**src/rtl/chs_pkg.sv**
```systemverilog
// Shared channel power definitions: ramp state encoding, level width and mode constants
// shared with the mode/power decoder.
package chs_pkg;

  localparam int unsigned CHS_PWR_W = 4;

  localparam logic CHS_MODE_STANDBY = 1'b0;
  localparam logic CHS_MODE_ACTIVE  = 1'b1;

  typedef enum logic [1:0] {
    ST_IDLE = 2'd0,
    ST_UP   = 2'd1,
    ST_DOWN = 2'd2
  } chs_state_t;

  // One-unit move toward target that holds rather than overshooting or wrapping.
  function automatic logic [CHS_PWR_W-1:0] chs_next_level(
    input logic [CHS_PWR_W-1:0] level,
    input logic [CHS_PWR_W-1:0] target,
    input logic                 up
  );
    if (up) return (level < target) ? level + 1'b1 : level;
    else    return (level > target) ? level - 1'b1 : level;
  endfunction

endpackage

```
**src/rtl/chs_power_ramp_step_timer.sv**
```systemverilog
// Modulo-STEP_CYCLES interval counter; o_tick marks the cycle whose closing edge
// should apply one level step.
module chs_step_timer #(
  parameter int unsigned STEP_CYCLES = 4,
  parameter int unsigned CNT_W       = 8
) (
  input  logic i_clk,
  input  logic i_rst,
  input  logic i_clr,
  input  logic i_en,
  output logic o_tick
);

  localparam logic [CNT_W-1:0] LAST = CNT_W'(STEP_CYCLES - 1);

  logic [CNT_W-1:0] r_cnt;
  logic             w_last;

  assign w_last = (r_cnt == LAST);
  assign o_tick = i_en && w_last;

  always_ff @(posedge i_clk or posedge i_rst) begin
    if (i_rst) begin
      r_cnt <= '0;
    end else if (i_clr) begin
      r_cnt <= '0;
    end else if (i_en) begin
      r_cnt <= w_last ? '0 : r_cnt + 1'b1;
    end
  end

endmodule

```
**src/rtl/chs_power_ramp.sv**
```systemverilog
// Channel power ramp: loads a decoded mode/power target and slews the applied level
// one unit per STEP_CYCLES toward it, with an overriding hard power cut.
module chs_power_ramp
  import chs_pkg::*;
#(
  parameter int unsigned STEP_CYCLES = 4,
  parameter int unsigned CNT_W       = 8
) (
  input  logic                 i_clk,
  input  logic                 i_rst,
  input  logic                 i_chs_mode,
  input  logic [CHS_PWR_W-1:0] i_chs_power,
  input  logic                 i_conf_valid,
  input  logic                 i_pwr_kill,
  output logic [CHS_PWR_W-1:0] o_pwr_level,
  output logic                 o_busy,
  output logic                 o_done,
  output logic                 o_pwr_on
);

  chs_state_t           r_state;
  logic [CHS_PWR_W-1:0] r_level;
  logic [CHS_PWR_W-1:0] r_target;
  logic                 r_busy;
  logic                 r_done;

  logic [CHS_PWR_W-1:0] w_eff;
  logic [CHS_PWR_W-1:0] w_step_level;
  logic                 w_tick;

  assign w_eff        = (i_chs_mode == CHS_MODE_ACTIVE) ? i_chs_power : '0;
  assign w_step_level = chs_next_level(r_level, r_target, r_state == ST_UP);

  chs_step_timer #(
    .STEP_CYCLES (STEP_CYCLES),
    .CNT_W       (CNT_W)
  ) u_step_timer (
    .i_clk  (i_clk),
    .i_rst  (i_rst),
    .i_clr  (i_pwr_kill | i_conf_valid),
    .i_en   (r_state != ST_IDLE),
    .o_tick (w_tick)
  );

  always_ff @(posedge i_clk or posedge i_rst) begin
    if (i_rst) begin
      r_state  <= ST_IDLE;
      r_level  <= '0;
      r_target <= '0;
      r_busy   <= 1'b0;
      r_done   <= 1'b0;
    end else begin
      r_done <= 1'b0;
      if (i_pwr_kill) begin
        r_state  <= ST_IDLE;
        r_level  <= '0;
        r_target <= '0;
        r_busy   <= 1'b0;
      end else if (i_conf_valid) begin
        // Level is left untouched here; a reload only redirects the ramp.
        r_target <= w_eff;
        if (w_eff > r_level) begin
          r_state <= ST_UP;
          r_busy  <= 1'b1;
        end else if (w_eff < r_level) begin
          r_state <= ST_DOWN;
          r_busy  <= 1'b1;
        end else begin
          r_state <= ST_IDLE;
          r_busy  <= 1'b0;
          r_done  <= 1'b1;
        end
      end else if (r_state != ST_IDLE && w_tick) begin
        r_level <= w_step_level;
        if (w_step_level == r_target) begin
          r_state <= ST_IDLE;
          r_busy  <= 1'b0;
          r_done  <= 1'b1;
        end else if (w_step_level == r_level) begin
          r_state <= ST_IDLE;
          r_busy  <= 1'b0;
        end
      end
    end
  end

  assign o_pwr_level = r_level;
  assign o_busy      = r_busy;
  assign o_done      = r_done;
  assign o_pwr_on    = (r_level != '0);

endmodule

```
**config.mk**
```make
export PLATFORM = sky130hd
export DESIGN_NAME = chs_power_ramp
export DESIGN_NICKNAME = d
export VERILOG_FILES = /design/src/rtl/chs_pkg.sv /design/src/rtl/chs_power_ramp_step_timer.sv /design/src/rtl/chs_power_ramp.sv
export SDC_FILE = /design/constraint.sdc
export NUM_CORES = 1
export LEC_CHECK = 0
export ABC_AREA = 1
export BUFFER_PORTS_ARGS = -buffer_cell sky130_fd_sc_hd__buf_2
export CORE_AREA = 5 5 67 69
export CTS_CLUSTER_SIZE = 30
export DETAILED_ROUTE_END_ITERATION = 16
export DIE_AREA = 0 0 72 74
export GPL_ROUTABILITY_DRIVEN = 0
export PLACE_DENSITY_LB_ADDON = 0.3
export SLEW_MARGIN = 30
export SYNTH_ARGS = -nofsm -noshare
export SYNTH_HDL_FRONTEND = slang
export SYNTH_SLANG_ARGS = --single-unit
```
**constraint.sdc**
```tcl
create_clock -name i_clk -period 3.8 [get_ports i_clk]
set_input_delay 1.14 -clock i_clk [delete_from_list [all_inputs] [get_ports i_clk]]
set_output_delay 1.14 -clock i_clk [all_outputs]
set_load 0.03 [all_outputs]
```
## Yosys cells after proc, flatten, opt, wreduce, memory -nomap -nowiden

Cells that the tools add are included.

| word-level totals | value |
|---|---|
| bits in registers | 20 |
| output and inout port bits | 7 |

| cells by class | value |
|---|---|
| add/subtract/negate cells | 3 |
| order comparisons | 4 |
| eq/ne operators | 5 |
| mux-type cells | 32 |
| bitwise logic cells | 1 |
| reductions and logical operators | 11 |

Operator list:

| operator | count |
|---|---|
| 2-to-1 mux 4 bit | 9 |
| 2-to-1 mux 8 bit | 3 |
| 2-to-1 mux 2 bit | 7 |
| 2-to-1 mux 1 bit | 13 |
| adder 8 x 1 -> 8 bit (second input constant) | 1 |
| == test 4 bit | 2 |
| == test 8 x 2 -> 1 bit (second input constant) | 1 |
| > comparator 4 bit | 2 |
| < comparator 4 bit | 2 |
| nonzero test 2 bit | 4 |
| nonzero test 4 bit | 2 |
| adder 4 x 1 -> 4 bit (second input constant) | 1 |
| AND reduction 2 bit | 2 |
| subtractor 4 x 1 -> 4 bit (second input constant) | 1 |
| nonzero test 3 bit | 1 |
| == test 2 x 1 -> 1 bit (second input constant) | 1 |
| logical AND 1 bit | 2 |
| != test 2 x 1 -> 1 bit (second input constant) | 1 |
| OR 1 bit | 1 |

## Depth between registers and ports, before layout

| logic depth | value |
|---|---|
| depth in word-level cells | 9 |
| gate-level depth with buffers | 17 |
| mapped depth without buffers | 17 |

## Hierarchy

A second synthesis with hierarchy kept.

| unflattened totals | value |
|---|---|
| cells, all modules | 227 |
| area, all modules | 1574.0 um^2 |

By module, submodules not included:

| module | times used | cells each | area an instance (um^2) | sequential area each (um^2) |
|---|---|---|---|---|
| chs_power_ramp | 1 | 154 | 1054.8 | 300.3 |
| chs_step_timer | 1 | 73 | 519.2 | 200.2 |

## Least setup slack after synthesis

Ideal clock, no wire load.

| timing | value |
|---|---|
| path kind | register -> output |
| start point | register r_level[0], in the netlist o_pwr_level[0] |
| end point | output port o_pwr_on |
| data arrival time | 1.231 ns |
| required time | 2.660 ns |
| slack | 1.429 ns |
| stages on the path, launching flop included | 4 |
| path buffers | 0 |
| cells stage by stage | dfrtp_1 -> inv_1 -> ha_1 -> nand3_1 |

| between the ends | value |
|---|---|
| longest elaborated chain between the ends | 1 |

Ends and longest elaborated chain:

| element | line | text |
|---|---|---|
| start: declaration | chs_power_ramp.sv:22 | `logic [CHS_PWR_W-1:0] r_level;` |
| start signal: assignment | chs_power_ramp.sv:74 | `r_level <= w_step_level;` |
| nonzero test 4 bit | chs_power_ramp.sv:90 | `assign o_pwr_on = (r_level != '0);` |
| end: declaration | chs_power_ramp.sv:18 | `output logic o_pwr_on` |

No other way between the ends.

## Final worst setup path

Same ends and word-level chain as after synthesis.

==> results.md <==
* Status: complete, no violations
* Placement Rows at 23
* Min-delay src: o_busy
* Slew @ Worst Pin at 0.756 ns
* Clock Path Buffers at 2
* Post-DP HPWL at 2730 um
* Flop-to-flop setup slack at 1.64 ns
* Reg2Reg Depth at 14
* Max_cap viols at 0
* Layout fillers at 399
* Fin crit share at 0.685
* Post-cts repair resize count at 0
* Critical path fanouts, max at 8
* WHS Endpoint: o_busy
* Worst Skew at 0.00142 ns
* Max-slew violations at 0
* H-tree depth at 1
* Initial core utilization at 0.396
* Total gr overflow at 0
* Cells after Synth at 204
* Nets at 244
* Vias in the first global route at 1294
* CP endpoint kind: output pin
* Tmin final at 2.60 ns
* Mapped Nets at 225
* Synthesized area at 1530 sq um
* Inst Count DP at 268
* Kind of critical path: reg2out
* CTS tree: done
* Setup TNS Final at 0 ns
* Avg Vias per Cell at 5.04
* Synth unique cells at 32
* Setup Fix Bufs, Post-CTS at 0
* Die area at 5330 sq um
* Post-synthesis sequential area ratio at 0.328
* Crit path DAT at 1.46 ns
* Hold Crit Depth at 2
* Hold Violations, Final at 0
* Gr usage total at 0.136
* Post-Route WL at 3300 um
* Routed WL per cell at 12.1 um
* IO buf count at 15
* Synth warn at 0
* Worst setup SP type: flip-flop
* Core Area at 3860 sq um
* Static Leak at 0.000857 uW
* DRC at 0
* Reg2reg end: o_busy
* Critical Path RT at 2.66 ns
* Fmax at 0.384 GHz
* #FFs+latches synth at 20
* Final instance area at 1710 sq um
* Pin count of the biggest net entering global routing at 21
* Clock sink count at 20
* First-pass GRT wire length at 5780 um
* Pre-CTS setup slack at 1.23 ns
* Clock Pin Slew Worst Setup and Hold Paths at 0.07 ns
* Die Span X at 72 um
* CP Cell Sequence: inv_1, ha_1, nand3_1, buf_2
* Post-cts hold buffer count at 0
* Setup crit start: o_pwr_level[0]
* Ports at 16
* Worst VDD drop at 205 uV
* Worst setup margin at 1.20 ns
* Post-Syn Area per Cell at 7.48 sq um
* DRT iter0 DRCs at 174
* Finish-stage setup viols at 0
* RSZ-0062 raised after global routing: no
* Vias at 1370
* Hold Crit Class: reg2reg
* Layout area overhead at 12.4%
* RR Startpoint: o_pwr_level[0]
* Placed Area at 1660 sq um
* Slowest stage delay, CP at 0.50 ns
* CP Buf/Inv Count at 2
* Non-filler cells, final at 272
* Hold_ws at 0.537 ns
* Initial antenna violation count at 0
* Root buffer cell: clkbuf_8
* Clk_lat worst skew at 0.25 ns
* Pwr Density at 281 nW/um^2
* CP delay by family, top: flip-flops
* Drt pass-1 iters at 4
* DRT antenna net count at 0
* Layout cells sized above 1 at 0.189
* Die Ht at 74 um
* CTS Buf Count at 3
* Slew margin rel. at 0.496
* Slowest CP cell: dfrtp_1
* Diodes inserted at 0
==> synthesized netlist by cell type, drive strengths merged <==
| cell | number | area [sq um] |
|---|---|---|
| a21boi | 2 | 15.0 |
| a21oi | 3 | 26.3 |
| a221oi | 1 | 8.76 |
| a22oi | 1 | 7.51 |
| a32o | 1 | 10.0 |
| clkbuf | 1 | 3.75 |
| clkinv | 1 | 5.00 |
| dfrtp | 20 | 500 |
| ha | 12 | 150 |
| inv | 37 | 139 |
| nand2 | 50 | 213 |
| nand3 | 30 | 183 |
| nand3b | 1 | 7.51 |
| nand4 | 5 | 31.3 |
| nor2 | 14 | 65.1 |
| nor3 | 2 | 15.0 |
| nor4 | 2 | 18.8 |
| o21ai | 12 | 63.8 |
| o21bai | 1 | 7.51 |
| o22ai | 6 | 37.5 |
| xor2 | 2 | 17.5 |
==> state kept, by name, indices dropped and copies added, names as in the netlist <==
register	count
o_busy	1
o_done	1
o_pwr_level	4
r_state	2
r_target	4
u_step_timer.r_cnt	8
==> metrics by stage <==
step                       util  power [uW]
after CTS                 0.445         488
after detailed placement  0.430         327
after global routing      0.445         510
after floorplan               -         304
after global placement    0.430         327
final                     0.445         481
==> cell usage in the layout (no fill, tap or decap), drive strengths merged, types with 2 or more instances in the layout <==
cell	Yosys	layout
nor3	2	2
nor2	14	14
nand3	30	30
nand4	5	5
clkbuf	1	4
xor2	2	2
dfrtp	20	20
ha	12	12
inv	37	37
o22ai	6	6
buf	0	15
nand2	50	50
a21oi	3	3
nor4	2	2
o21ai	12	12
a21boi	2	2
==> how the worst max path moves through the flow <==
stage | end | slack [ns] | cells after the start
final | o_pwr_on | 1.20 | 4
after global routing | o_pwr_on | 1.10 | 4
after CTS | o_pwr_on | 1.17 | 4
after detailed placement | r_state[0] | 1.23 | 9
after global placement | o_done | 1.21 | 10
after floorplan | o_pwr_on | 1.43 | 3
==> worst reg2reg max path: stages, from the launching register on <==
cell and delay [ns]:
dfrtp_1 0.50, inv_1 0.19, ha_1 0.32, nand2_1 0.10, nor2_4 0.05, nor2_1 0.13
nand3_2 0.10, nand3_1 0.10, nand2_1 0.08, nand2_1 0.06, nand2_1 0.05, nor2_1 0.14
nand2_2 0.11, nand3_1 0.08, nand2_1 0.06
==> per-layer routing <==
metal | track usage | share of wire | up-vias
met5 | 0 | 0 | -
met4 | 0.0376 | 0.0070 | 0
met3 | 0.0176 | 0.036 | 2
met2 | 0.229 | 0.47 | 23
met1 | 0.185 | 0.48 | 634
li1 | - | - | 711
==> layout make-up <==
class	instances	area (sq um)	share of cell area
clock buffers	4	55.1	0.0321
inverters	38	144	0.0839
multi-input cells	145	877	0.512
flip-flops and latches	20	500	0.292
well taps	50	62.6	0.0365
repair buffers	15	75.1	0.0438
==> power by group <==
group          leakage (uW)  internal (uW)  switching [uW]
sequential         0.000276            218            3.60
clock             0.0000288           92.0            66.2
combinational      0.000553           33.7            67.7
==> cell families (layout without fill, tap and decap cells) <==
group / Yosys count / in the layout / share of synthesized area
AO/OA/AOI/OAI: 27 / 27 / 0.116
XOR/XNOR: 2 / 2 / 0.0115
adder cells (fa/ha/maj): 12 / 12 / 0.0984
buffers and inverters: 39 / 57 / 0.0968
flip-flops: 20 / 20 / 0.328
AND/OR/NAND/NOR: 104 / 104 / 0.349
Power figures use the tool's default switching activity.
